`config.mk`:
```
export PLATFORM = sky130hd
export DESIGN_NAME = bmem_line_arbiter
export DESIGN_NICKNAME = d
export VERILOG_FILES = /design/src/rtl/bmem_line_arbiter.sv
export SDC_FILE = /design/constraint.sdc
export NUM_CORES = 1
export LEC_CHECK = 0
export CAP_MARGIN = 10
export CORE_AREA = 2 2 403 405
export CTS_CLUSTER_SIZE = 30
export DETAILED_ROUTE_END_ITERATION = 12
export DIE_AREA = 0 0 405 407
export GPL_TIMING_DRIVEN = 0
export PLACE_DENSITY = 0.46
export SLEW_MARGIN = 20
export SYNTH_ARGS = -nofsm -noshare
export SYNTH_HDL_FRONTEND = slang
export SYNTH_SLANG_ARGS = --single-unit
```
`constraint.sdc`:
```
create_clock -name clk -period 5.6 [get_ports clk]
set_input_delay 0.56 -clock clk [delete_from_list [all_inputs] [get_ports clk]]
set_output_delay 0.56 -clock clk [all_outputs]
set_load 0.01 [all_outputs]
```
`src/rtl/bmem_line_arbiter.sv`:
```
// N-channel line-granular arbiter in front of the single burst memory port.
// Serialises one whole-line read or write at a time and returns the line to its owner.
module bmem_line_arbiter #(
  parameter int NUM_CH    = 2,
  parameter int BURST     = 4,
  parameter int DATA_W    = 64,
  parameter int ADDR_W    = 32,
  parameter int PRIO_MODE = 0
) (
  input  logic                           clk,
  input  logic                           rst_n,
  input  logic [NUM_CH-1:0]              req_valid,
  input  logic [NUM_CH-1:0]              req_write,
  input  logic [NUM_CH*ADDR_W-1:0]       req_addr,
  input  logic [NUM_CH*BURST*DATA_W-1:0] req_wdata,
  input  logic [NUM_CH-1:0]              req_cancel,
  output logic [NUM_CH-1:0]              req_ready,
  output logic [NUM_CH-1:0]              resp_valid,
  output logic [BURST*DATA_W-1:0]        resp_rdata,
  output logic [ADDR_W-1:0]              bmem_addr,
  output logic                           bmem_read,
  output logic                           bmem_write,
  output logic [DATA_W-1:0]              bmem_wdata,
  input  logic                           bmem_ready,
  input  logic [ADDR_W-1:0]              bmem_raddr,
  input  logic [DATA_W-1:0]              bmem_rdata,
  input  logic                           bmem_rvalid
);
  // state    | meaning
  // IDLE     | no transaction; arbitrate among req_valid
  // GRANT    | winner latched, line address presented
  // WR_BEATS | stream write beats, advance on bmem_ready
  // RD_CMD   | hold bmem_read until accepted
  // RD_BEATS | collect beats whose raddr matches the latched line
  // RESP     | resp_valid pulse (unless dropped), then back to IDLE
  localparam int LINE_W = BURST * DATA_W;
  localparam int PTR_W  = (NUM_CH > 1) ? $clog2(NUM_CH) : 1;
  localparam int CNT_W  = (BURST > 1) ? $clog2(BURST) : 1;
  localparam logic [NUM_CH-1:0] CH_ONE   = NUM_CH'(1);
  localparam logic [CNT_W-1:0]  CNT_LAST = CNT_W'(BURST - 1);

  typedef enum logic [2:0] {
    S_IDLE, S_GRANT, S_WR_BEATS, S_RD_CMD, S_RD_BEATS, S_RESP
  } state_t;

  state_t              state_q;
  logic [PTR_W-1:0]    ptr_q, owner_q;
  logic [CNT_W-1:0]    cnt_q;
  logic                write_q, drop_q;
  logic [ADDR_W-1:0]   addr_q, bmem_addr_q;
  logic [LINE_W-1:0]   line_q;
  logic [NUM_CH-1:0]   req_ready_q, resp_valid_q;
  logic                bmem_read_q, bmem_write_q;

  logic [PTR_W-1:0]    win_d, ptr_d, sel;
  logic                found;
  int                  idx;

  // Round-robin starts the search at ptr_q; fixed priority always starts at 0.
  always_comb begin
    win_d = '0;
    sel   = '0;
    found = 1'b0;
    idx   = 0;
    for (int k = 0; k < NUM_CH; k++) begin
      idx = (PRIO_MODE != 0) ? k : int'(ptr_q) + k;
      if (idx >= NUM_CH) idx = idx - NUM_CH;
      sel = PTR_W'(idx);
      if (!found && req_valid[sel]) begin
        found = 1'b1;
        win_d = sel;
      end
    end
    ptr_d = (win_d == PTR_W'(NUM_CH - 1)) ? '0 : win_d + 1'b1;
  end

  always_ff @(posedge clk or negedge rst_n) begin
    if (!rst_n) begin
      state_q      <= S_IDLE;
      ptr_q        <= '0;
      owner_q      <= '0;
      cnt_q        <= '0;
      write_q      <= 1'b0;
      drop_q       <= 1'b0;
      addr_q       <= '0;
      bmem_addr_q  <= '0;
      line_q       <= '0;
      req_ready_q  <= '0;
      resp_valid_q <= '0;
      bmem_read_q  <= 1'b0;
      bmem_write_q <= 1'b0;
    end else begin
      req_ready_q  <= '0;
      resp_valid_q <= '0;
      if (state_q != S_IDLE && !write_q && req_cancel[owner_q]) drop_q <= 1'b1;
      case (state_q)
        S_IDLE: begin
          if (found) begin
            owner_q     <= win_d;
            ptr_q       <= ptr_d;
            write_q     <= req_write[win_d];
            addr_q      <= req_addr[int'(win_d)*ADDR_W +: ADDR_W];
            line_q      <= req_write[win_d] ? req_wdata[int'(win_d)*LINE_W +: LINE_W] : '0;
            drop_q      <= 1'b0;
            cnt_q       <= '0;
            req_ready_q <= CH_ONE << win_d;
            state_q     <= S_GRANT;
          end
        end
        S_GRANT: begin
          bmem_addr_q <= addr_q;
          state_q     <= write_q ? S_WR_BEATS : S_RD_CMD;
        end
        S_WR_BEATS: begin
          if (!bmem_write_q) begin
            bmem_write_q <= 1'b1;
          end else if (bmem_ready) begin
            if (cnt_q == CNT_LAST) begin
              cnt_q        <= '0;
              bmem_write_q <= 1'b0;
              resp_valid_q <= CH_ONE << owner_q;
              state_q      <= S_RESP;
            end else begin
              cnt_q <= cnt_q + 1'b1;
            end
          end
        end
        S_RD_CMD: begin
          if (!bmem_read_q) begin
            bmem_read_q <= 1'b1;
          end else if (bmem_ready) begin
            bmem_read_q <= 1'b0;
            state_q     <= S_RD_BEATS;
          end
        end
        S_RD_BEATS: begin
          // Beats tagged for another line belong to someone else; skip them.
          if (bmem_rvalid && bmem_raddr == addr_q) begin
            line_q[int'(cnt_q)*DATA_W +: DATA_W] <= bmem_rdata;
            if (cnt_q == CNT_LAST) begin
              cnt_q   <= '0;
              state_q <= S_RESP;
              if (!(drop_q || req_cancel[owner_q])) resp_valid_q <= CH_ONE << owner_q;
            end else begin
              cnt_q <= cnt_q + 1'b1;
            end
          end
        end
        S_RESP: begin
          bmem_addr_q <= '0;
          state_q     <= S_IDLE;
        end
        default: state_q <= S_IDLE;
      endcase
    end
  end

  assign req_ready  = req_ready_q;
  assign resp_valid = resp_valid_q;
  assign resp_rdata = (resp_valid_q != '0 && !write_q) ? line_q : '0;
  assign bmem_addr  = bmem_addr_q;
  assign bmem_read  = bmem_read_q;
  assign bmem_write = bmem_write_q;
  assign bmem_wdata = bmem_write_q ? line_q[int'(cnt_q)*DATA_W +: DATA_W] : '0;

endmodule
```
==> run metrics, run 1 <==
status completed; highest fanout seen on the critical path 14; layout cell share with drive strength beyond 1 22.6%; Port-buffer cells 1039; Ys Warns 0; RSZ-0062 raised after global routing no; GRT Total Usage 20.8%; # hold bufs at CTS 1; via count 24.8k; pin count of the biggest net entering global routing 81; FILL cells 17.3k; slew margin rel. 20.0%; Main synth FF type dfrtp_1; CP Capture Type flip-flop; top cells by area, synth dfrtp_1 (35%), a22oi_2 (12%), mux2_2 (12%), a22oi_1 (9.4%), and2_1 (8.3%); Hold Vio Cnt, Final 0; final setup vio count 0; number of synthesized flops with an enable pin 0; Starting Density 15.2%; post-route DRC violation count 0; chip width 405 microns; maximum buffer depth of the clock tree 3; Slew Viols, Final 0; nets 4113; Synth-to-Final Area Change 63.5%; Finished Core Util 24.8%; Hold WC Path Type primary input to async pin; Top Ports 1040; area of the mapped netlist 0.0243 sq mm; Final period util 89.8%; achievable frequency 199 MHz; flops & latches, synth 335; LEAKAGE 14.4 nW; area leader, netlist dfrtp_1; initial DRC count 1933; first-pass detailed-route iteration total 5; fraction of registers with async set/reset 100%; total global routing overflow 0; Post-CTS Setup Inserts 0; Post-Synthesis Cells 2314; Post-DRT Antenna Nets 0; row cnt 147; HPWL reported at the end of detailed placement 147 mm; initial antenna violation count 29; Setup CP Type flip-flop to flip-flop; CP arrival 5.58 ns; Synth top area share 34.5%; CP Launch Type flip-flop; H-tree lvl count 2; worst-margin pin slew 1.20 ns; Reg clk slew, reported paths 0.06 ns; Power Density 456 mW/mm^2; min Tclk post-route 5.03 ns; syn nets 3001; clock latency on the worst-skew pair 0.64 ns; cts repair resizes 0; vias in the first global route 25.5k; Yosys cell types 52; Die Ht 407 microns; first-pass GRT wire length 232 mm; Core Box Area 0.160 sq mm; CTS tree done; Total Wirelength 178 mm; WP data required 6.15 ns; VDD IR max 0.220 mV; wire length per cell 31.5 microns; drt via density 4.40; setup tns final 0 ns; CTS Buf Count 48; max_cap viols 0; final RePlAce weighted congestion 0.865; sequential share of the synthesized area 34.5%; CTS Root Cell clkbuf_16; Avg Synthesized Cell Area 10.5 sq um; CTS Sinks 335; Worst Clk Skew 0.0225 ns; Die ar. 0.165 sq mm
## cell usage in the layout, fill, tap and decap left out, types with 4 or more instances in the layout
master	instances
buf_12	4
clkinv_2	10
buf_2	21
mux2_2	257
diode_2	22
clkbuf_1	143
buf_16	12
clkbuf_16	48
mux4_2	64
clkdlybuf4s50_1	1038
nand4_1	6
clkinvlp_4	4
nand2b_1	38
o21ai_4	4
o21ai_0	66
xnor2_1	29
bufinv_16	6
buf_1	7
a22oi_1	304
ha_1	5
dfrtp_1	335
a22oi_2	240
buf_6	35
clkbuf_8	11
nand2_1	76
nand3_4	4
a21oi_1	4
inv_1	6
clkbuf_2	11
buf_8	26
nor2_1	271
and2_1	322
## synthesized netlist by cell type (4+ instances only)
cell and number:
clkbuf_1 151, inv_1 6, nor2_1 272, buf_2 18
nand2b_1 38, nand2_1 76, buf_8 24, o21ai_4 4
a22oi_1 304, buf_6 31, ha_1 5, nand4_1 6
buf_1 10, a21oi_1 4, nand3_4 4, and2_1 322
dfrtp_1 335, a22oi_2 240, mux2_2 257, xnor2_1 29
o21ai_0 66, mux4_2 64
## critical path: stages, from the launching register on
cell,delay (ns)
dfrtp_1,0.62
clkbuf_2,0.38
buf_16,0.21
buf_1,0.85
inv_1,0.17
ha_1,0.52
nand2_1,0.15
nor2_4,0.83
clkbuf_1,0.60
a22oi_1,0.32
a22oi_2,0.18
## cell families after synthesis
logic type | Yosys count | share of synthesized area, %
simple gates | 743 | 16.2
compound gates | 632 | 23.9
flops | 335 | 34.5
mux | 324 | 18.0
buf+inv | 243 | 5.95
xor+xnor | 32 | 1.15
fa+ha+maj | 5 | 0.258
## layout make-up
cell class,instances,area (sq um),share of cell area (%)
antenna,22,55.1,0.139
buffer,236,1440,3.63
clock buffer,63,1370,3.45
clock inverter,27,365,0.921
inverter,7,26.3,0.0662
multi-input combinational,1736,14400,36.4
sequential,335,8380,21.1
tap,2160,2700,6.81
timing repair buffer,1062,10900,27.5
## flip-flops by register name, indices dropped and copies added, names as in the netlist
name / cells
ptr_q: 1
resp_valid: 2
line_q: 256
cnt_q: 2
state_q: 3
drop_q: 1
write_q: 1
req_ready: 2
bmem_addr: 32
bmem_read: 1
bmem_write: 1
owner_q: 1
addr_q: 32
## metrics by stage
stage,power (W),cell area (sq um),std cells,hold slack (ns),setup slack [ns]
5_1_grt,0.0191,39600,5632,0.453,0.460
6_report,0.0181,39700,5648,0.452,0.571
4_1_cts,0.0183,39600,5626,0.422,0.573
3_5_place_dp,0.0148,37900,5535,0.470,0.635
3_3_place_gp,0.0145,37400,5513,0.457,-13.34
2_1_floorplan,0.0101,24300,2314,0.264,2.97
## power breakdown
part           switching (W)  internal [W]
clock network        0.00141       0.00202
logic                0.00504       0.00469
registers            0.00126       0.00368
## final timing paths
kind / start / to / slack [ns] / cells after the start
setup / recovery: cnt_q[1]$_DFFE_PN0P_ / line_q[82]$_DFFE_PN0P_ / 0.57 / 10
hold / removal: rst_n / line_q[246]$_DFFE_PN0P_ / 0.45 / 2
setup reg to reg: cnt_q[1]$_DFFE_PN0P_ / line_q[82]$_DFFE_PN0P_ / 0.57 / 10
hold reg to reg: bmem_addr[1]$_DFFE_PN0P_ / bmem_addr[1]$_DFFE_PN0P_ / 0.47 / 2
max in group asynchronous: rst_n / line_q[209]$_DFFE_PN0P_ / 3.81 / 4
min in group clk: bmem_addr[1]$_DFFE_PN0P_ / bmem_addr[1]$_DFFE_PN0P_ / 0.47 / 2
## per-layer routing
metal  global-route usage (%)  vias to the layer above  share of wire, %
met5                        0                        -             0.017
met4                     6.64                        4               2.8
met3                     4.63                      183               6.8
met2                     35.7                     1092                49
met1                     25.6                    12800                41
li1                         -                    10800                 -
Note: power is estimated with default switching activity, not from simulation.
==> run 2, diff against run 1 <==
--- a/config.mk
+++ b/config.mk
@@ -7,11 +7,10 @@
 export LEC_CHECK = 0
 export CAP_MARGIN = 10
 export CORE_AREA = 2 2 403 405
-export CTS_CLUSTER_SIZE = 30
+export CTS_CLUSTER_SIZE = 16
 export DETAILED_ROUTE_END_ITERATION = 12
 export DIE_AREA = 0 0 405 407
 export GPL_TIMING_DRIVEN = 0
-export PLACE_DENSITY = 0.46
 export SLEW_MARGIN = 20
 export SYNTH_ARGS = -nofsm -noshare
 export SYNTH_HDL_FRONTEND = slang
==> run 2 against run 1 <==
Critical path depth down 4; fmax up 9.1%; critical endpoint is now bmem_wdata[43]; utilization down 0.15 points; cell area down 0.60%.
==> run metrics, run 2 (same netlist as run 1, synthesis figures left out) <==
highest fanout seen on the critical path 10 (-4); most frequent cells in the layout clkdlybuf4s50_1 (1038), dfrtp_1 (335), and2_1 (322), a22oi_1 (304), nor2_1 (272); CTS Root Cell clkbuf_16; Power Density 450 mW/mm^2 (-1.3%); Top delay family on crit path buffers and inverters; status completed; Die ar. 0.165 sq mm (unchanged); Hold Vio Cnt, Final 0 (unchanged); worst setup path start cnt_q[0]$_DFFE_PN0P_; Setup CP Type flip-flop to output port; first-pass detailed-route iteration total 7 (+2); commonest non-fill, non-tap cell in the layout clkdlybuf4s50_1; GRT Total Usage 21.3% (+0.49 points); Reg clk slew, reported paths 0.07 ns (about the same); nets 4110 (-0.073%); setup tns final 0 ns (unchanged); # hold bufs at CTS 1 (unchanged); Synth-to-Final Area Change 62.5%; max_cap viols 0 (unchanged); initial antenna violation count 43 (+48%); wire length per cell 32.4 microns (+2.8%); worst stage delay on the critical path 0.65 ns (-0.20 ns); clock latency on the worst-skew pair 0.62 ns (-0.02 ns); worst-margin pin slew 1.22 ns (+0.0171 ns); Inst Count DP 5536 (+0.018%); achievable frequency 217 MHz (+9.1%); final RePlAce weighted congestion 0.959 (+11%); CTS tree done; Final Non-Filler Cells 5633 (-0.27%); Port-buffer cells 1039 (unchanged); Largest Register line_q; FF/Latch Area 0.00838 sq mm (unchanged); Total Wirelength 182 mm (+2.5%); vias in the first global route 25.9k (+1.7%); FILL cells 17.3k (-0.27%); Hold WC Path Type primary input to async pin; Die Ht 407 microns (unchanged); RSZ-0062 raised after global routing no; Multi-input gate area 0.0144 sq mm (about the same); fin area 0.0394 sq mm (-0.60%); Final period util 82.3% (-7.5 points); cts repair resizes 0 (unchanged); CP arrival 4.05 ns (-1.53 ns); H-tree lvl count 2 (unchanged); final setup vio count 0 (unchanged); r2r startpoint cnt_q[1]$_DFFE_PN0P_; maximum buffer depth of the clock tree 3 (unchanged); chip width 405 microns (unchanged); drt via density 4.51 (+2.5%); Core Box Area 0.160 sq mm (unchanged); CP cell instances clkbuf_1 -> buf_2 -> buf_2 -> mux4_2 -> and2_1 -> clkdlybuf4s50_1; CP Launch Type flip-flop; Post-DRT Antenna Nets 0 (unchanged); VDD IR max 0.195 mV (-12%); Top Ports 1040 (unchanged); LEAKAGE 14.3 nW (-0.63%); WP buf/inv 4 (-1); initial DRC count 2290 (+18%); CP max-delay cell buf_2; CP Capture Type output port; Starting Density 15.2% (unchanged); WP data required 5.04 ns (-1.11 ns); pin count of the biggest net entering global routing 90 (+11%); first-pass GRT wire length 236 mm (+1.6%); Most common cell on crit path buf_2; Placement Cell Area 0.0379 sq mm (+0.11%); post-route DRC violation count 0 (unchanged); slew margin rel. 18.9% (-1.1 points); Slew Viols, Final 0 (unchanged); CTS Sinks 335 (unchanged); Post-CTS Setup Inserts 0 (unchanged); via count 25.4k (+2.2%); layout cell share with drive strength beyond 1 22.4% (-0.25 points); row cnt 147 (unchanged); hold_ws 0.428 ns (-0.0245 ns); total global routing overflow 0 (unchanged); HPWL reported at the end of detailed placement 151 mm (+3.2%); max FFs per register 256 (unchanged); CTS Buf Count 44 (-8.3%); min Tclk post-route 4.61 ns (-0.420 ns); Worst Clk Skew 0.0208 ns (-0.00174 ns)
run 2: metrics by stage:
step	util, %	total power, W	worst slack [ns]
3_3_place_gp	23.3	0.0145	-12.86
5_1_grt	24.6	0.0187	0.733
2_1_floorplan	-	0.0101	2.97
6_report	24.6	0.0178	0.991
4_1_cts	24.6	0.0179	0.813
3_5_place_dp	23.7	0.0148	0.863
run 2: final timing paths:
check / to / slack [ns] / cells past startpoint
setup / recovery: bmem_wdata[43] / 0.99 / 6
max in group asynchronous: line_q[150]$_DFFE_PN0P_ / 3.95 / 4
setup reg to reg: line_q[24]$_DFFE_PN0P_ / 1.10 / 9
min in group clk: bmem_addr[9]$_DFFE_PN0P_ / 0.48 / 2
hold reg to reg: bmem_addr[9]$_DFFE_PN0P_ / 0.48 / 2
hold / removal: line_q[49]$_DFFE_PN0P_ / 0.43 / 2
run 2: routing by layer:
layer	GRT usage, %	up-vias	share of wire (%)
li1	-	10700	-
met1	26.2	12900	40
met2	34.8	1419	47
met3	5.52	287	8.2
met4	9.27	20	4.7
met5	0	-	0.067
run 2: cell type report:
type,count,share of cell area (%)
antenna,18,0.114
sequential,335,21.3
timing repair buffer,1063,27.7
buffer,236,3.66
multi-input combinational,1736,36.6
clock inverter,15,0.381
clock buffer,63,3.33
inverter,7,0.0666
tap,2160,6.85
run 2: where the power goes:
part	switching [W]	internal [W]
Combinational	0.00515	0.00469
Clock	0.00125	0.00172
Sequential	0.00126	0.00368
Total	0.00767	0.0101
run 2: worst reg2reg max path, cell delays in order (launching register included):
cell	delay, ns
dfrtp_1	0.57
clkbuf_2	0.59
buf_2	0.56
inv_1	0.13
ha_1	0.41
nor4_4	0.66
buf_6	0.26
clkbuf_1	0.68
a22oi_1	0.36
a22oi_2	0.20
